===== src/rtl/pixel_uart_tx.sv =====
// pixel_uart_tx: drains 12-bit pixels from a non-show-ahead FIFO and streams
// them over an 8N1 UART line. Every frame starts with SYNC_BYTE, and each pixel
// is sent as two bytes: {4'h0,pix[11:8]} first, then pix[7:0].
// Ports:
//   CLK        system clock, posedge
//   RST        synchronous active-high reset
//   en         permission to start a new pixel (sampled in IDLE only)
//   fifo_q     FIFO read data, valid the cycle after rdreq
//   rdempty    FIFO empty flag (sampled in IDLE only)
//   rdreq      one-cycle FIFO read strobe per pixel
//   txd        UART serial output, idle high
//   busy       high while a sync byte or pixel is in flight
//   frame_done one-cycle pulse once the last pixel of a frame has left txd
module pixel_uart_tx #(
  parameter int unsigned BAUD_DIV     = 434,
  parameter int unsigned FRAME_PIXELS = 307200,
  parameter logic [7:0]  SYNC_BYTE    = 8'hA5
) (
  input  logic        CLK,
  input  logic        RST,
  input  logic        en,
  input  logic [11:0] fifo_q,
  input  logic        rdempty,
  output logic        rdreq,
  output logic        txd,
  output logic        busy,
  output logic        frame_done
);

  localparam int unsigned BAUD_W = (BAUD_DIV > 1) ? $clog2(BAUD_DIV) : 1;
  localparam int unsigned CNT_W  = (FRAME_PIXELS > 1) ? $clog2(FRAME_PIXELS) : 1;
  localparam int unsigned BIT_W  = 4;

  localparam logic [BAUD_W-1:0] BAUD_LAST = BAUD_W'(BAUD_DIV - 1);
  localparam logic [CNT_W-1:0]  PIX_LAST  = CNT_W'(FRAME_PIXELS - 1);
  localparam logic [BIT_W-1:0]  BIT_LAST  = BIT_W'(9);

  typedef enum logic [2:0] {
    S_IDLE  = 3'd0,
    S_SYNC  = 3'd1,
    S_POP   = 3'd2,
    S_LATCH = 3'd3,
    S_HI    = 3'd4,
    S_LO    = 3'd5
  } state_t;

  state_t            r_state;
  state_t            w_state_nxt;
  logic [BAUD_W-1:0] r_baud;
  logic [BIT_W-1:0]  r_bit;
  logic [11:0]       r_pix;
  logic [CNT_W-1:0]  r_pix_cnt;
  logic              r_txd;
  logic              r_rdreq;
  logic              r_busy;
  logic              r_fd_pend;
  logic              r_frame_done;

  logic              w_serial;
  logic              w_byte_done;
  logic [7:0]        w_byte;
  logic [9:0]        w_frame;
  logic              w_txd_nxt;
  logic              w_rdreq_nxt;
  logic              w_fd_nxt;

  // Serialiser is active in the three byte-carrying states.
  assign w_serial    = (r_state == S_SYNC) || (r_state == S_HI) || (r_state == S_LO);
  assign w_byte_done = w_serial && (r_baud == BAUD_LAST) && (r_bit == BIT_LAST);

  // State register.
  always_ff @(posedge CLK) begin
    if (RST) begin
      r_state <= S_IDLE;
    end else begin
      r_state <= w_state_nxt;
    end
  end

  // Next-state logic.
  always_comb begin
    w_state_nxt = r_state;
    case (r_state)
      S_IDLE: begin
        if (en && !rdempty) begin
          w_state_nxt = (r_pix_cnt == '0) ? S_SYNC : S_POP;
        end
      end
      S_SYNC:  if (w_byte_done) w_state_nxt = S_POP;
      S_POP:   w_state_nxt = S_LATCH;
      S_LATCH: w_state_nxt = S_HI;
      S_HI:    if (w_byte_done) w_state_nxt = S_LO;
      S_LO:    if (w_byte_done) w_state_nxt = S_IDLE;
      default: w_state_nxt = S_IDLE;
    endcase
  end

  // Output decode; every value here is registered before reaching a port.
  always_comb begin
    w_byte      = SYNC_BYTE;
    w_frame     = '1;
    w_txd_nxt   = 1'b1;
    w_rdreq_nxt = 1'b0;
    w_fd_nxt    = 1'b0;
    case (r_state)
      S_HI:    w_byte = {4'h0, r_pix[11:8]};
      S_LO:    w_byte = r_pix[7:0];
      default: w_byte = SYNC_BYTE;
    endcase
    // stop bit, data LSB first, start bit
    w_frame = {1'b1, w_byte, 1'b0};
    if (w_serial) begin
      w_txd_nxt = w_frame[r_bit];
    end
    // rdreq is high for exactly the cycle spent in POP
    w_rdreq_nxt = (w_state_nxt == S_POP);
    w_fd_nxt    = (r_state == S_LO) && w_byte_done && (r_pix_cnt == PIX_LAST);
  end

  // Datapath: baud/bit counters, pixel latch, frame counter, output registers.
  always_ff @(posedge CLK) begin
    if (RST) begin
      r_baud       <= '0;
      r_bit        <= '0;
      r_pix        <= '0;
      r_pix_cnt    <= '0;
      r_txd        <= 1'b1;
      r_rdreq      <= 1'b0;
      r_busy       <= 1'b0;
      r_fd_pend    <= 1'b0;
      r_frame_done <= 1'b0;
    end else begin
      r_txd   <= w_txd_nxt;
      r_rdreq <= w_rdreq_nxt;
      // busy follows the line: txd lags the state by one register
      r_busy  <= (r_state != S_IDLE);
      // frame_done lands on the first idle cycle after the final stop bit
      r_fd_pend    <= w_fd_nxt;
      r_frame_done <= r_fd_pend;

      if (w_serial) begin
        if (r_baud == BAUD_LAST) begin
          r_baud <= '0;
          r_bit  <= (r_bit == BIT_LAST) ? '0 : r_bit + BIT_W'(1);
        end else begin
          r_baud <= r_baud + BAUD_W'(1);
        end
      end else begin
        r_baud <= '0;
        r_bit  <= '0;
      end

      if (r_state == S_LATCH) begin
        r_pix <= fifo_q;
      end

      if ((r_state == S_LO) && w_byte_done) begin
        r_pix_cnt <= (r_pix_cnt == PIX_LAST) ? '0 : r_pix_cnt + CNT_W'(1);
      end
    end
  end

  assign txd        = r_txd;
  assign rdreq      = r_rdreq;
  assign busy       = r_busy;
  assign frame_done = r_frame_done;

endmodule

===== config.mk =====
export PLATFORM = sky130hd
export DESIGN_NAME = pixel_uart_tx
export DESIGN_NICKNAME = d
export VERILOG_FILES = /design/src/rtl/pixel_uart_tx.sv
export SDC_FILE = /design/constraint.sdc
export NUM_CORES = 1
export LEC_CHECK = 0
export ABC_AREA = 1
export CAP_MARGIN = 20
export CORE_MARGIN = 5
export CORE_UTILIZATION = 47
export DETAILED_ROUTE_END_ITERATION = 7
export MAX_ROUTING_LAYER = met4
export PLACE_DENSITY = 0.69
export SLEW_MARGIN = 20
export SYNTH_ARGS = -nofsm -noshare
export SYNTH_HDL_FRONTEND = slang
export SYNTH_SLANG_ARGS = --single-unit
export TNS_END_PERCENT = 20

===== constraint.sdc =====
create_clock -name CLK -period 1.9 [get_ports CLK]
set_input_delay 0.19 -clock CLK [delete_from_list [all_inputs] [get_ports CLK]]
set_output_delay 0.19 -clock CLK [all_outputs]
set_load 0.03 [all_outputs]

==> results.cfg, run 1 <==
[synth]
synth_edf_count = 0
synthesis.nets = 436
ys_seq_elements = 52
syn_inst = 416
synth_area_leaders = dfxtp_1 (36%), nor2_1 (11%), nand2_1 (10%)
synth_top_area_share_pct = 36.5
async_reset_ff_share_pct = 0
yosys.area.top_type = dfxtp_1
avgSynthCellArea_um2 = 6.86
synth_warnings = 0
syn-cell-area_mm2 = 0.00286
seq_area_frac_synth_pct = 36.5
ys_types = 35
ys.flop_type = dfxtp_1

[cts]
ctsHtreeMaxLevel = 2
insertion_delay_ns = 0.30
postCtsHoldBufs = 0
cts_buffers = 5
cts_root_buf = clkbuf_8
cts_max_path_buffers = 2
tritoncts = built
cts_sinks = 52
clkTransAtPathRegs_ns = 0.09

[worst_setup_path]
rr_endpoint = r_pix_cnt[12]$_SDFFE_PP0P_
cp-start-kind = flop
crit_required_ns = 2.09
critPathTopFamily = simple AND/OR/NAND/NOR gates
critPathLaunch = r_pix_cnt[0]$_SDFFE_PP0P_
cp-end-kind = flop
rrSetupSlack_ns = 0.19
cp_max_fo = 7
r2r_cells = 8
critPathKind = reg -> reg
path_buf_inv = 1
cp.depth = 8
cp_slowest_stage_delay_ns = 0.41
crit_path_top_delay_cell = dfxtp_2
critical_path.cell_chain = ha_1 -> nand3_1 -> nor2_2 -> nand4_2 -> inv_2 -> nand4_1 -> nand2_1 -> nor2_1
r2r-start = r_pix_cnt[0]$_SDFFE_PP0P_
arrival_ns = 1.90
setup.worst_path.end = r_pix_cnt[12]$_SDFFE_PP0P_

[layout]
fillers = 617
area.sequential_mm2 = 0.00104
antenna_cells = 0
drive_gt1_share_pct = 10.5
synthToLayoutAreaGrowth_pct = 13.5
nNetsFinal = 460
multi_input_area_mm2 = 0.00157
final_core_utilization_pct = 54.7

[global_route]
grt_pass1_wl_mm = 11.1
antenna_found_initial = 0
track_usage_pct = 18.5
grt_pass1_vias = 2507
grt_max_degree = 19
grt_overflow = 0

[timing]
slew_viol_final = 0
period_share_pct = 90.0
hold_viol_final = 0
whs_ns = 0.409
timing.slew.headroom_pct = 72.5
min_period_ns = 1.71
setup_viol = 0
timing.fmax_mhz = 585
skew_ns = 0.00599
setup_tns_ns = 0
grt_setup_unrepaired = false
worstMarginPinSlew_ns = 0.412

[outcome]
status = completed

[drt]
drc_errors = 0
ant_nets = 0
vias_per_cell = 5.13
drt_wl_total_mm = 6.52
drt-pass1-iter-count = 6
wl_per_cell_um = 12.7
vias = 2636
first_iter_violations = 155

[die]
die_w_um = 87.9
dieArea_mm2 = 0.00773
fp.dieH_um = 87.9
ios = 20
initial_core_util_pct = 48.2
core_area_mm2 = 0.00592
rows = 28

[placement]
place_congestion = 0.907
port-buffer-count = 19
dp.final_hpwl_mm = 5.15

[power]
power.density_mw_per_mm2 = 628
peakVddDrop_mv = 0.424
fin_total_pwr_mw = 2.03
power.static_leakage_nw = 1.28

[hold_path]
hp-class = reg -> reg

[job]
drv_cap = 0
layout make-up:
| type | count | share of cell area, % |
|---|---|---|
| Multi-Input combinational cell | 300 | 48.6 |
| Sequential cell | 52 | 32.2 |
| Inverter | 60 | 6.95 |
| Timing Repair Buffer | 21 | 6.33 |
| Tap cell | 75 | 2.90 |
| Clock buffer | 5 | 2.12 |
| Clock inverter | 1 | 0.927 |
metal layers:
metal / part of all wire, % / wire length (µm) / vias up / global-route usage (%)
met2: 49 / 3200 / 67 / 32.1
li1: - / - / 1373 / -
met1: 45 / 2940 / 1182 / 21.7
met3: 4.3 / 279 / 14 / 3.10
met5: 0 / 0 / - / -
met4: 1.5 / 97 / 0 / 6.00
kinds of logic after synthesis:
kind of cell	share of synthesized area (%)
flops	36.5
simple gates	40.4
buf+inv	8.41
fa+ha+maj	1.75
compound gates	9.55
xor+xnor	3.37
worst min-delay path: cells and delay by family (launching register included):
family        cells  cell delay [ns]
flops             1             0.30
buf+inv           1             0.04
simple gates      1             0.03
power by group:
| group | switching (mW) | total, mW | internal (mW) |
|---|---|---|---|
| Clock | 0.335 | 0.713 | 0.378 |
| Combinational | 0.114 | 0.188 | 0.0742 |
| Sequential | 0.0173 | 1.13 | 1.11 |
| Total | 0.466 | 2.03 | 1.57 |
stage by stage:
stage	setup slack (ns)	std cells	instance area [µm²]
2_1_floorplan	0.351	416	2860
3_3_place_gp	0.226	508	3140
3_5_place_dp	0.110	508	3140
4_1_cts	0.0952	514	3240
5_1_grt	0.0174	514	3240
6_report	0.189	514	3240
cells in the mapped netlist, types with 2 or more instances:
cell type / n
nor3_1: 7
dfxtp_1: 52
nor2_1: 81
nand2_1: 76
nor3_2: 6
xnor2_1: 3
nand4_1: 6
nand4_2: 3
nand2_2: 2
xor2_1: 8
a21oi_1: 25
clkbuf_1: 3
ha_1: 4
inv_1: 50
nor4_1: 3
nand3_1: 29
nand2_4: 2
o21ai_0: 24
nor2_4: 3
nor2_2: 3
inv_2: 10
nor2_8: 3
sequential cells by signal, summed over array words and instances (netlist names):
name,flops
r_pix,12
r_fd_pend,1
r_pix_cnt,19
frame_done,1
r_baud,9
rdreq,1
txd,1
r_state,3
busy,1
r_bit,4
layout by cell type, fill, tap and decap left out, types with 3 or more instances in the layout:
cell	count
xnor2_1	3
nor4_1	3
xor2_1	8
dfxtp_1	51
nor2_2	3
nand3_1	29
nor2_4	3
nor3_1	7
o21ai_0	24
inv_1	50
nor2_8	3
clkbuf_8	5
nor3_2	6
nand2_1	76
ha_1	4
inv_2	10
a21oi_1	25
clkdlybuf4s50_1	19
nor2_1	81
nand4_2	3
nand4_1	6
worst min path at each step:
stage / startpoint / to / slack, ns / cells past startpoint
4_1_cts: r_fd_pend$_SDFF_PP0_ / frame_done$_SDFF_PP0_ / 0.41 / 2
3_5_place_dp: r_fd_pend$_SDFF_PP0_ / frame_done$_SDFF_PP0_ / 0.40 / 2
2_1_floorplan: fifo_q[0] / r_pix[0]$_SDFFE_PP0N_ / 0.32 / 2
3_3_place_gp: r_fd_pend$_SDFF_PP0_ / frame_done$_SDFF_PP0_ / 0.40 / 2
5_1_grt: r_fd_pend$_SDFF_PP0_ / frame_done$_SDFF_PP0_ / 0.44 / 2
6_report: r_fd_pend$_SDFF_PP0_ / frame_done$_SDFF_PP0_ / 0.41 / 2
what timing repair did:
| action | in CTS | in global routing |
|---|---|---|
| setup endpoints to repair | 0 | 8 |
| setup buffers | 0 | 0 |
| gates resized for setup | 0 | 1 |
No activity file was read; power rests on OpenSTA's default activity.
==> run 2, diff against run 1 <==
Settings changed: CORE_ASPECT_RATIO set to 1.75, GPL_ROUTABILITY_DRIVEN set to 0, GPL_TIMING_DRIVEN set to 0.
==> run 2 against run 1 <==
Via count rose by 0.19%; largest cell class unchanged; highest routed layer unchanged; global-route usage up 0.93 points; critical endpoint is now r_pix_cnt[0]$_SDFFE_PP0P_; clock power decreased by 6.6%; sequential share of layout area is 0.14 points lower; clock skew grew 0.0051 ns; flip-flop and latch count stayed put; cell area is 0.42% higher; utilization is 0.62 points higher; register-to-register slack lost 0.07 ns.
==> results.cfg, run 2 (synthesized netlist as in run 1, its figures left out) <==
[die]
rows = 37
initial_core_util_pct = 48.6
core_area_mm2 = 0.00588
dieArea_mm2 = 0.00780
ios = 20
die_w_um = 68.9
fp.dieH_um = 113

[global_route]
grt_overflow = 0
antenna_found_initial = 0
grt_max_degree = 16
grt_pass1_wl_mm = 11.3
track_usage_pct = 19.5
grt_pass1_vias = 2602

[hold_path]
min_from = r_fd_pend$_SDFF_PP0_
hp-class = reg -> reg
holdPathStages = 2
worstHoldEndpoint = frame_done$_SDFF_PP0_

[power]
fin_total_pwr_mw = 1.98
power.static_leakage_nw = 1.29
peakVddDrop_mv = 0.389
power.density_mw_per_mm2 = 610

[worst_setup_path]
crit_required_ns = 2.11
critPathKind = reg -> reg
cp-start-kind = flop
crit_path_top_delay_cell = dfxtp_2
cp_max_fo = 7
rr_endpoint = r_pix_cnt[0]$_SDFFE_PP0P_
cp_slowest_stage_delay_ns = 0.42
cp-end-kind = flop
r2r_cells = 8
arrival_ns = 1.99
critical_path.cell_chain = ha_2 -> nand3_2 -> nor2_2 -> nand4_2 -> inv_2 -> nand4_1 -> nand2_2 -> nor2_1
rrSetupSlack_ns = 0.12
r2r-start = r_pix_cnt[0]$_SDFFE_PP0P_

[layout]
final_core_utilization_pct = 55.3
final_cell_mix = nor2_1 (81), nand2_1 (75), dfxtp_1 (51), inv_1 (50), nand3_1 (28)
antenna_cells = 0
final_common_cell = nor2_1
top_regs = r_pix_cnt x19, r_pix x12, r_baud x9
drive_gt1_share_pct = 11.1
largest_reg_flops = 19
regMostFlops = r_pix_cnt
nNetsFinal = 462
synthToLayoutAreaGrowth_pct = 13.9

[timing]
grt_setup_unrepaired = false
min_period_ns = 1.78
hold_viol_final = 0
timing.fmax_mhz = 562
timing.slew.headroom_pct = 60.0
skew_ns = 0.0111
whs_ns = 0.414
slew_viol_final = 0
setup_tns_ns = 0
setup_viol = 0
worstMarginPinSlew_ns = 0.600
period_share_pct = 93.6

[outcome]
status = completed

[job]
drv_cap = 0

[drt]
first_iter_violations = 175
vias_per_cell = 5.07
wl_per_cell_um = 12.7
vias = 2641
drc_errors = 0
drt-pass1-iter-count = 4
drt_wl_total_mm = 6.64
ant_nets = 0

[cts]
postCtsHoldBufs = 0
ctsHtreeMaxLevel = 2
cts_sinks = 52
cts_root_buf = clkbuf_8
insertion_delay_ns = 0.32
cts_max_path_buffers = 2
tritoncts = built
clkTransAtPathRegs_ns = 0.10
cts_buffers = 5

[placement]
port-buffer-count = 19
dp.final_hpwl_mm = 5.19
==> run 2: report_power, final <==
| part | internal (mW) | total [mW] | switching, mW | leakage [nW] |
|---|---|---|---|---|
| clock | 0.292 | 0.666 | 0.374 | 0.0510 |
| sequential | 1.11 | 1.13 | 0.0173 | 0.420 |
| combinational | 0.0732 | 0.187 | 0.114 | 0.819 |
==> run 2: worst max path at each step <==
stage                         startpoint                         end  slack (ns)  depth (start not counted)
2_1_floorplan  r_pix_cnt[0]$_SDFFE_PP0P_  r_pix_cnt[12]$_SDFFE_PP0P_        0.35                          8
3_3_place_gp   r_pix_cnt[0]$_SDFFE_PP0P_  r_pix_cnt[12]$_SDFFE_PP0P_       -0.04                          8
3_5_place_dp   r_pix_cnt[0]$_SDFFE_PP0P_   r_pix_cnt[0]$_SDFFE_PP0P_       -0.08                          8
4_1_cts        r_pix_cnt[0]$_SDFFE_PP0P_   r_pix_cnt[0]$_SDFFE_PP0P_        0.06                          8
5_1_grt        r_pix_cnt[0]$_SDFFE_PP0P_   r_pix_cnt[3]$_SDFFE_PP0P_        0.03                          8
6_report       r_pix_cnt[0]$_SDFFE_PP0P_   r_pix_cnt[0]$_SDFFE_PP0P_        0.12                          8
==> run 2: per-stage QoR <==
step	std cells	area [µm²]	setup slack, ns
6_report	521	3250	0.121
3_5_place_dp	513	3140	-0.0844
5_1_grt	521	3250	0.0325
3_3_place_gp	513	3140	-0.0445
4_1_cts	521	3240	0.0622
2_1_floorplan	416	2860	0.351
==> run 2: routing by layer <==
metal,GRT usage [%],vias to the layer above,routed length [µm]
li1,-,1383,-
met1,20.2,1202,2560
met2,34.9,41,3700
met3,2.38,15,171
met4,8.72,0,206
met5,-,-,0
==> run 2: repair_timing <==
| action | in CTS | in global routing |
|---|---|---|
| cloned | 0 | 0 |
| gates resized for setup | 2 | 3 |
| setup buffers | 0 | 0 |
| endpoints found under the setup margin | 8 | 8 |
| pin swaps | 0 | 1 |
==> run 2: final cells by class <==
class	instances	area, µm²
fillers	607	2630
multi-input cells	300	1590
flip-flops and latches	52	1040
inverters	60	225
repair buffers	19	190
well taps	78	97.6
clock buffers	6	82.6
plain buffers	4	15.0
clock inverters	2	10.0
==> run 2: worst max-delay path: cells and delay by family, from the launching register on <==
family / cells / cell delay (ns)
fa+ha+maj: 1 / 0.25
buf+inv: 1 / 0.07
flops: 1 / 0.42
simple gates: 6 / 0.92
==> run 3, diff against run 2 <==
Settings changed: CORE_UTILIZATION 47 to 45, DONT_BUFFER_PORTS set to 1, PLACE_DENSITY 0.69 to 0.63.
==> run 3 against run 2 <==
Non-clock buffer count shrank 19; critical path type unchanged; highest routed layer unchanged; routed wire length is 2.2% lower; die area is 3.9% higher.
==> results.cfg, run 3 (synthesized netlist as in run 1, its figures left out) <==
[outcome]
status = completed

[worst_setup_path]
rrSetupSlack_ns = 0.13
cp_max_fo = 7
critPathKind = reg -> reg
r2r_cells = 8
critical_path.cell_chain = ha_2 -> nand3_2 -> nor2_2 -> nand4_2 -> inv_2 -> nand4_1 -> nand2_2 -> nor2_1
r2r-start = r_pix_cnt[0]$_SDFFE_PP0P_
rr_endpoint = r_pix_cnt[3]$_SDFFE_PP0P_
crit_path_top_delay_cell = dfxtp_2
cp-end-kind = flop
cp_slowest_stage_delay_ns = 0.41
crit_required_ns = 2.11
cp-start-kind = flop
arrival_ns = 1.98

[cts]
cts_buffers = 5
clkTransAtPathRegs_ns = 0.10
cts_root_buf = clkbuf_8
post_cts_buffers = 0
cts_max_path_buffers = 2
insertion_delay_ns = 0.31
ctsHtreeMaxLevel = 2
tritoncts = built
cts_sinks = 52
postCtsHoldBufs = 0

[drt]
drt-pass1-iter-count = 4
met1_length_mm = 2.55
dr_wl_met2_mm = 3.54
wl_per_cell_um = 12.9
ant_nets = 0
first_iter_violations = 146
top_layer = met4
wl_met3_um = 197
vias_per_cell = 5.02
drt_wl_total_mm = 6.49
vias = 2529
drc_errors = 0

[power]
power.static_leakage_nw = 1.22
seqPwrFrac_pct = 55.9
p_switching_mw = 0.507
p_int_mw = 1.54
switching_share_pct = 24.7
pwr-share-comb_pct = 6.3
peakVddDrop_mv = 0.537
clockPowerShare_pct = 37.8
power.density_mw_per_mm2 = 664

[die]
rows = 38
initial_core_util_pct = 46.2
core_area_mm2 = 0.00618
fp.dieH_um = 115
die_w_um = 70.2
ios = 20
dieArea_mm2 = 0.00810

[job]
drv_cap = 0

[timing]
setup_viol = 0
whs_ns = 0.00866
skew_ns = 0.0122
timing.slew.headroom_pct = 63.9
min_period_ns = 1.77
period_share_pct = 93.2
grt_setup_unrepaired = false
worstMarginPinSlew_ns = 0.541
setup_tns_ns = 0
timing.final.ws_setup_ns = 0.129
slew_viol_final = 0
hold_viol_final = 0
timing.fmax_mhz = 565

[placement]
dp.final_hpwl_mm = 5.03
dp.cells = 496
port-buffer-count = 0
place_ws_ns = -0.0443

[layout]
synthToLayoutAreaGrowth_pct = 8.02
final_cell_mix = nor2_1 (81), nand2_1 (75), dfxtp_1 (51), inv_1 (50), nand3_1 (28)
regMostFlops = r_pix_cnt
fin_cells = 504
drive_gt1_share_pct = 11.6
nNetsFinal = 443
largest_reg_flops = 19
antenna_cells = 0
final_common_cell = nor2_1
top_regs = r_pix_cnt x19, r_pix x12, r_baud x9

[global_route]
grt_pass1_vias = 2520
track_usage_pct = 17.5
grt_pass1_wl_mm = 11.1
antenna_found_initial = 0
grt_max_degree = 17
grt_overflow = 0

[hold_path]
hp-class = in -> reg
holdPathStages = 2
min_from = fifo_q[0]
worstHoldEndpoint = r_pix[0]$_SDFFE_PP0N_
-- run 3: changes by cell type in the layout (fill, tap and decap cells not counted), sizes merged --
| cell | before | now |
|---|---|---|
| clkinvlp | 0 | 1 |
| clkinv | 2 | 1 |
| bufinv | 0 | 1 |
| clkdlybuf4s50 | 19 | 0 |
| clkbuf | 9 | 8 |
-- run 3: final cells by class --
cell class / count / area [µm²]
plain buffers: 4 / 15.0
clock buffers: 5 / 68.8
clock inverters: 3 / 42.5
fillers: 668 / 3100
inverters: 60 / 225
multi-input cells: 300 / 1590
flip-flops and latches: 52 / 1040
well taps: 80 / 100
-- run 3: worst max-delay path, delay by kind of cell (launching register included) --
family        cells  cell delay (ns)
fa+ha+maj         1             0.25
flops             1             0.41
buf+inv           1             0.08
simple gates      6             0.92
-- run 3: timing repair --
| action | CTS | global route |
|---|---|---|
| setup endpoints to repair | 5 | 8 |
| pin swaps | 0 | 0 |
| cloned | 0 | 0 |
| gates resized for setup | 2 | 3 |
-- run 3: per-layer routing --
metal  GRT usage, %  up-vias
met1           17.3     1130
met2           33.6       47
met3           2.36       13
met5              -        -
li1               -     1339
met4           7.42        0
-- run 3: worst max-delay path by stage --
stage          slack (ns)  cells after the start                         end                      start
4_1_cts              0.09                      8   r_pix_cnt[3]$_SDFFE_PP0P_  r_pix_cnt[0]$_SDFFE_PP0P_
2_1_floorplan        0.35                      8  r_pix_cnt[12]$_SDFFE_PP0P_  r_pix_cnt[0]$_SDFFE_PP0P_
6_report             0.13                      8   r_pix_cnt[3]$_SDFFE_PP0P_  r_pix_cnt[0]$_SDFFE_PP0P_
3_5_place_dp        -0.04                      8   r_pix_cnt[3]$_SDFFE_PP0P_  r_pix_cnt[0]$_SDFFE_PP0P_
5_1_grt              0.03                      8   r_pix_cnt[3]$_SDFFE_PP0P_  r_pix_cnt[0]$_SDFFE_PP0P_
3_3_place_gp        -0.08                      8  r_pix_cnt[12]$_SDFFE_PP0P_  r_pix_cnt[0]$_SDFFE_PP0P_
-- run 3: power groups by stage --
stage / Combinational, mW / Clock [mW] / Sequential (mW)
2_1_floorplan: 0.103 / 0 / 1.17
4_1_cts: 0.132 / 0.795 / 1.15
5_1_grt: 0.148 / 0.843 / 1.15
3_3_place_gp: 0.130 / 0 / 1.17
3_5_place_dp: 0.131 / 0 / 1.17
6_report: 0.130 / 0.774 / 1.15
-- run 3: through the flow --
| stage | util (%) | cell area (µm²) | total power, mW |
|---|---|---|---|
| floorplan | - | 2860 | 1.27 |
| global placement | 47.8 | 2960 | 1.30 |
| detailed placement | 47.8 | 2960 | 1.30 |
| CTS | 49.7 | 3070 | 2.07 |
| global route | 49.9 | 3080 | 2.14 |
| finish | 49.9 | 3080 | 2.05 |
